==> src/rtl/multicycle_chunk_adder.sv <==
`default_nettype none
// ============================================================================
// Module   : multicycle_chunk_adder (with helper full_adder)
// Purpose  : Multi-cycle ripple adder/subtractor. WIDTH-bit operands are
//            processed CHUNK bits per clock through a CHUNK-long full_adder
//            chain. The carry between chunks is held in a register.
//            The handshake is start/busy/done.
// Ports    : clk, reset (async, active-high), start, a, b, cin, sub
//            -> busy, done (1-cycle pulse), s, cout
//            [ovf when OVERFLOW_FLAG_EN is defined]
// Config   : OVERFLOW_FLAG_EN adds the signed-overflow output ovf.
// Revision : 1.0 - initial release
// ============================================================================

module full_adder (
    input  logic a,
    input  logic b,
    input  logic cin,
    output logic s,
    output logic cout
);
    assign s    = a ^ b ^ cin;
    assign cout = (a & b) | (cin & (a ^ b));
endmodule

module multicycle_chunk_adder #(
    parameter int WIDTH = 8,
    parameter int CHUNK = 2
) (
    input  logic             clk,
    input  logic             reset,
    input  logic             start,
    input  logic [WIDTH-1:0] a,
    input  logic [WIDTH-1:0] b,
    input  logic             cin,
    input  logic             sub,
    output logic             busy,
    output logic             done,
    output logic [WIDTH-1:0] s,
    output logic             cout
`ifdef OVERFLOW_FLAG_EN
    ,
    output logic             ovf
`endif
);
    localparam int STEPS = WIDTH / CHUNK;
    localparam int IDX_W = (STEPS > 1) ? $clog2(STEPS) : 1;
    localparam logic [IDX_W-1:0] C_LAST_IDX = IDX_W'(STEPS - 1);

    generate
        if ((CHUNK < 1) || (CHUNK > WIDTH) || ((WIDTH % CHUNK) != 0)) begin : g_param_check
            $error("multicycle_chunk_adder: CHUNK must be 1..WIDTH and divide WIDTH");
        end
    endgenerate

    typedef enum logic [1:0] {
        S_IDLE = 2'd0,
        S_RUN  = 2'd1,
        S_DONE = 2'd2
    } state_t;

    state_t           r_state;
    state_t           w_state_next;
    logic             w_accept;
    logic             w_last;

    logic [WIDTH-1:0] r_a;
    logic [WIDTH-1:0] r_b;
    logic             r_c;
    logic [WIDTH-1:0] r_w;
    logic [IDX_W-1:0] r_idx;

    logic [CHUNK-1:0] w_a_chunk;
    logic [CHUNK-1:0] w_b_chunk;
    logic [CHUNK-1:0] w_sum;
    logic [CHUNK:0]   w_carry;
    logic [WIDTH-1:0] w_w_next;

    // Current chunk of the captured operands; chunk 0 holds the LSBs.
    assign w_a_chunk  = r_a[r_idx*CHUNK +: CHUNK];
    assign w_b_chunk  = r_b[r_idx*CHUNK +: CHUNK];
    assign w_carry[0] = r_c;

    generate
        for (genvar i = 0; i < CHUNK; i++) begin : g_fa_chain
            full_adder u_fa (
                .a    (w_a_chunk[i]),
                .b    (w_b_chunk[i]),
                .cin  (w_carry[i]),
                .s    (w_sum[i]),
                .cout (w_carry[i+1])
            );
        end
    endgenerate

    // The working word with this cycle's chunk merged in. On the last step
    // this is the complete result, so s never sees a partial sum.
    always_comb begin
        w_w_next = r_w;
        w_w_next[r_idx*CHUNK +: CHUNK] = w_sum;
    end

    always_ff @(posedge clk or posedge reset) begin
        if (reset) begin
            r_state <= S_IDLE;
        end else begin
            r_state <= w_state_next;
        end
    end

    always_comb begin
        w_state_next = r_state;
        w_accept     = 1'b0;
        w_last       = 1'b0;
        busy         = 1'b0;
        done         = 1'b0;
        case (r_state)
            S_IDLE: begin
                if (start) begin
                    w_accept     = 1'b1;
                    w_state_next = S_RUN;
                end
            end
            S_RUN: begin
                busy = 1'b1;
                if (r_idx == C_LAST_IDX) begin
                    w_last       = 1'b1;
                    w_state_next = S_DONE;
                end
            end
            S_DONE: begin
                // DONE lasts exactly one cycle, so it doubles as the done pulse.
                done = 1'b1;
                if (start) begin
                    w_accept     = 1'b1;
                    w_state_next = S_RUN;
                end else begin
                    w_state_next = S_IDLE;
                end
            end
            default: w_state_next = S_IDLE;
        endcase
    end

    always_ff @(posedge clk or posedge reset) begin
        if (reset) begin
            r_a   <= '0;
            r_b   <= '0;
            r_c   <= 1'b0;
            r_w   <= '0;
            r_idx <= '0;
            s     <= '0;
            cout  <= 1'b0;
`ifdef OVERFLOW_FLAG_EN
            ovf   <= 1'b0;
`endif
        end else if (w_accept) begin
            // Subtraction is a + ~b + 1: invert B and force the carry-in to 1.
            r_a   <= a;
            r_b   <= sub ? ~b : b;
            r_c   <= sub ? 1'b1 : cin;
            r_idx <= '0;
        end else if (r_state == S_RUN) begin
            r_w   <= w_w_next;
            r_c   <= w_carry[CHUNK];
            r_idx <= r_idx + 1'b1;
            if (w_last) begin
                s    <= w_w_next;
                cout <= w_carry[CHUNK];
`ifdef OVERFLOW_FLAG_EN
                // The final chunk contains the MSB, so the carry into the MSB
                // is the carry entering the top full adder of the chain.
                ovf  <= w_carry[CHUNK] ^ w_carry[CHUNK-1];
`endif
            end
        end
    end

endmodule
`default_nettype wire

==> config.mk <==
export PLATFORM = sky130hd
export DESIGN_NAME = multicycle_chunk_adder
export DESIGN_NICKNAME = d
export VERILOG_FILES = /design/src/rtl/multicycle_chunk_adder.sv
export SDC_FILE = /design/constraint.sdc
export NUM_CORES = 1
export LEC_CHECK = 0
export ABC_AREA = 1
export CAP_MARGIN = 5
export CORE_MARGIN = 1
export CORE_UTILIZATION = 40
export CTS_CLUSTER_DIAMETER = 50
export DETAILED_ROUTE_END_ITERATION = 12
export DONT_BUFFER_PORTS = 1
export PLACE_DENSITY = 0.65
export REMOVE_ABC_BUFFERS = 1
export SETUP_SLACK_MARGIN = 0.3
export SYNTH_ARGS = -nofsm -noshare
export SYNTH_HDL_FRONTEND = slang
export SYNTH_SLANG_ARGS = --single-unit
==> constraint.sdc <==
create_clock -name clk -period 2 [get_ports clk]
set_input_delay 0.1 -clock clk [delete_from_list [all_inputs] [get_ports clk]]
set_output_delay 0.1 -clock clk [all_outputs]
set_load 0.005 [all_outputs]
==> results.tsv <==
metric	value	unit
status	finished with violations	
failing checks	negative setup slack	
worst setup path class	reg -> reg	
synth unique cells	20	
ant diodes	0	
Layout area overhead	30.8	%
Post-synth ARST share	100	%
Switching Power	1.65	mW
clock sinks	38	
pwr/cell area	1620	nW/um^2
GPL Wtd Cong	0.801	
Die Area	5120	sq um
Yosys warning total	0	
worst vdd ir	0.000771	V
unrepaired setup endpoints after global routing	true	
clock latency at the later pin of the worst-skew pair	0.30	ns
Initial Utilization	43.0	%
Final WS setup	-0.188	ns
total power	4.11	mW
Max clock buf depth	2	
Fillers	407	
Global Route Usage Sum	18.2	%
HP Start	sub	
Pleak	1.24	nW
Internal	2.47	mW
worst hold endpoint	r_c	
max-slew violations	0	
core area	4500	sq um
synth top area cells	dfrtp_1 49%, nand2_1 17%, ha_1 3.9%	
# setup viols final	8	
Port Buf Inserts	0	
H-tree Lvls	2	
most common cell in the netlist	nand2_1	
Worst Setup End Kind	flop	
drt drc	0	
fmax	0.457	GHz
Final Skew	0.00666	ns
initial antenna violation count	0	
Synth area leader	dfrtp_1	
FF-to-FF setup slack	-0.19	ns
synthesized area per cell	8.42	sq um
combinational share of power	52.2	%
post-DP HPWL	2.55	mm
Die Y-Extent	71.6	microns
share of cells above drive strength 1	15.6	%
Routed Wire Length	4.20	mm
final worst-path cycle share	109	%
Net Sw Frac	40.0	%
maxcap violations	0	
Clock Root Buffer	clkbuf_8	
DR iter-0 viols	90	
WHS	0.0126	ns
Final Critical Period	2.19	ns
Worst EP arrival	2.42	ns
Hold Crit Class	in -> reg	
R2R depth	9	
r2r endpoint	r_w[3]	
largest net degree at the start of global routing	39	
total CTS buffers	5	
WL/cell	12.8	microns
via/cell ratio	4.98	
total gr overflow	0	
hold-critical path depth	2	
synthesized area	1940	sq um
crit start category	flop	
most used flip-flop cell after synthesis	dfrtp_1	
top-area cell type share of the netlist area	49.1	%
ANT nets after route	0	
DR pass1 iterations	4	
relative slew slack	67.7	%
Core Rows	24	
Clk pwr share	16.1	%
first-pass GRT wire length	7.18	mm
CTS clk-pin slew, worst paths	0.08	ns
worst endpoint required time	2.24	ns
sequential power share	31.7	%
register bit count reported by yosys	38	
Post-synth EDFFs	0	
vias in the first global route	1582	
Worst Max-Slew Pin Slew	0.484	ns
nets	304	
most instantiated cells after synthesis	86 x nand2_1, 38 x dfrtp_1, 17 x nor2_1	
post-synthesis instance total	230	
DIE WIDTH	71.6	microns
critical-path maximum fanout	5	
sequential share of the synthesized area	49.1	%
final hold viol count	0	
r2r startpoint	r_idx[0]	
TritonCTS clock tree	done	
via count	1632	
# IOs	32	
-- stage by stage --
stage	TNS [ns]	util (%)	setup WS [ns]	cells	instance area, sq um
2_1_floorplan	-2.84	-	-0.380	222	1870
3_3_place_gp	-1.24	44.4	-0.196	283	2000
3_5_place_dp	-1.66	44.4	-0.252	283	2000
4_1_cts	-1.42	55.2	-0.212	324	2480
5_1_grt	-2.12	56.2	-0.289	328	2530
6_report	-1.38	56.2	-0.188	328	2530
-- area by class of cell --
type | count | area [sq um] | share of cell area, %
clock buffers | 5 | 68.8 | 2.72
clock inverters | 3 | 45.0 | 1.78
inverters | 17 | 68.8 | 2.72
multi-input cells | 167 | 900 | 35.5
flip-flops and latches | 38 | 951 | 37.5
well taps | 52 | 65.1 | 2.57
repair buffers | 46 | 434 | 17.1
-- cells in the final DEF, fill, tap and decap left out, drive strengths merged --
cell and instances:
o21bai 6, buf 15, dlygate4sd3 31, xnor2 8, nand3 15, o22ai 5, inv 17, dfrtp 38
fa 2, nand2 89, clkbuf 5, ha 6, nor2 17, clkinvlp 2, o21ai 18, bufinv 1
o211ai 1
-- cell families (layout without fill, tap and decap cells) --
logic type,after synthesis,after routing,synth area share (%)
DFF,38,38,49.1
adders and majority gates,8,8,5.95
and+or+nand+nor,121,121,25.3
AOI/OAI and AO/OA,30,30,8.99
xor gates and xnor gates,8,8,3.62
buffers and inverters,25,71,6.98
-- registers in the layout, indices dropped and copies added (netlist names) --
signal   flops
r_a          8
r_b          8
r_w          8
s            8
r_idx        2
r_state      2
cout         1
r_c          1
-- worst max-delay path by stage --
stage	from	to	slack [ns]	cells after the start
global placement	r_idx[0]	r_w[7]	-0.20	9
CTS	r_idx[0]	s[3]	-0.21	9
floorplan	r_idx[0]	r_w[3]	-0.38	9
global route	r_idx[0]	s[3]	-0.29	9
detailed placement	r_idx[0]	s[3]	-0.25	9
finish	r_idx[0]	r_w[3]	-0.19	9
-- per-layer routing --
layer	track usage (%)	wire, microns
met5	0	0
met4	8.06	89
met3	4.36	201
met2	28.8	1960
met1	24.0	1950
-- power by group through the flow --
stage | registers, mW | logic (mW) | clock network [mW]
4_1_cts | 1.29 | 1.89 | 0.679
5_1_grt | 1.34 | 2.41 | 0.713
3_3_place_gp | 1.29 | 1.52 | 0
6_report | 1.31 | 2.15 | 0.661
2_1_floorplan | 1.26 | 1.11 | 0
3_5_place_dp | 1.29 | 1.56 | 0
-- worst max-delay path: stages, from the launching register on --
cell and delay, ns:
dfrtp_1 0.43, buf_6 0.15, o21ai_2 0.13, o22ai_2 0.10
fa_2 0.35, fa_2 0.57, nand3_2 0.09, o21bai_1 0.17
nand2_1 0.07, nand2_1 0.07
-- repair_timing --
action | in CTS | in global routing
buffers inserted | 2 | 4
pin swaps | 16 | 10
endpoints found under the hold margin | 55 | 0
endpoints found under the setup margin | 18 | 18
resized for setup | 14 | 6
hold buffers | 31 | 0
No activity file was read; power rests on OpenSTA's default activity.
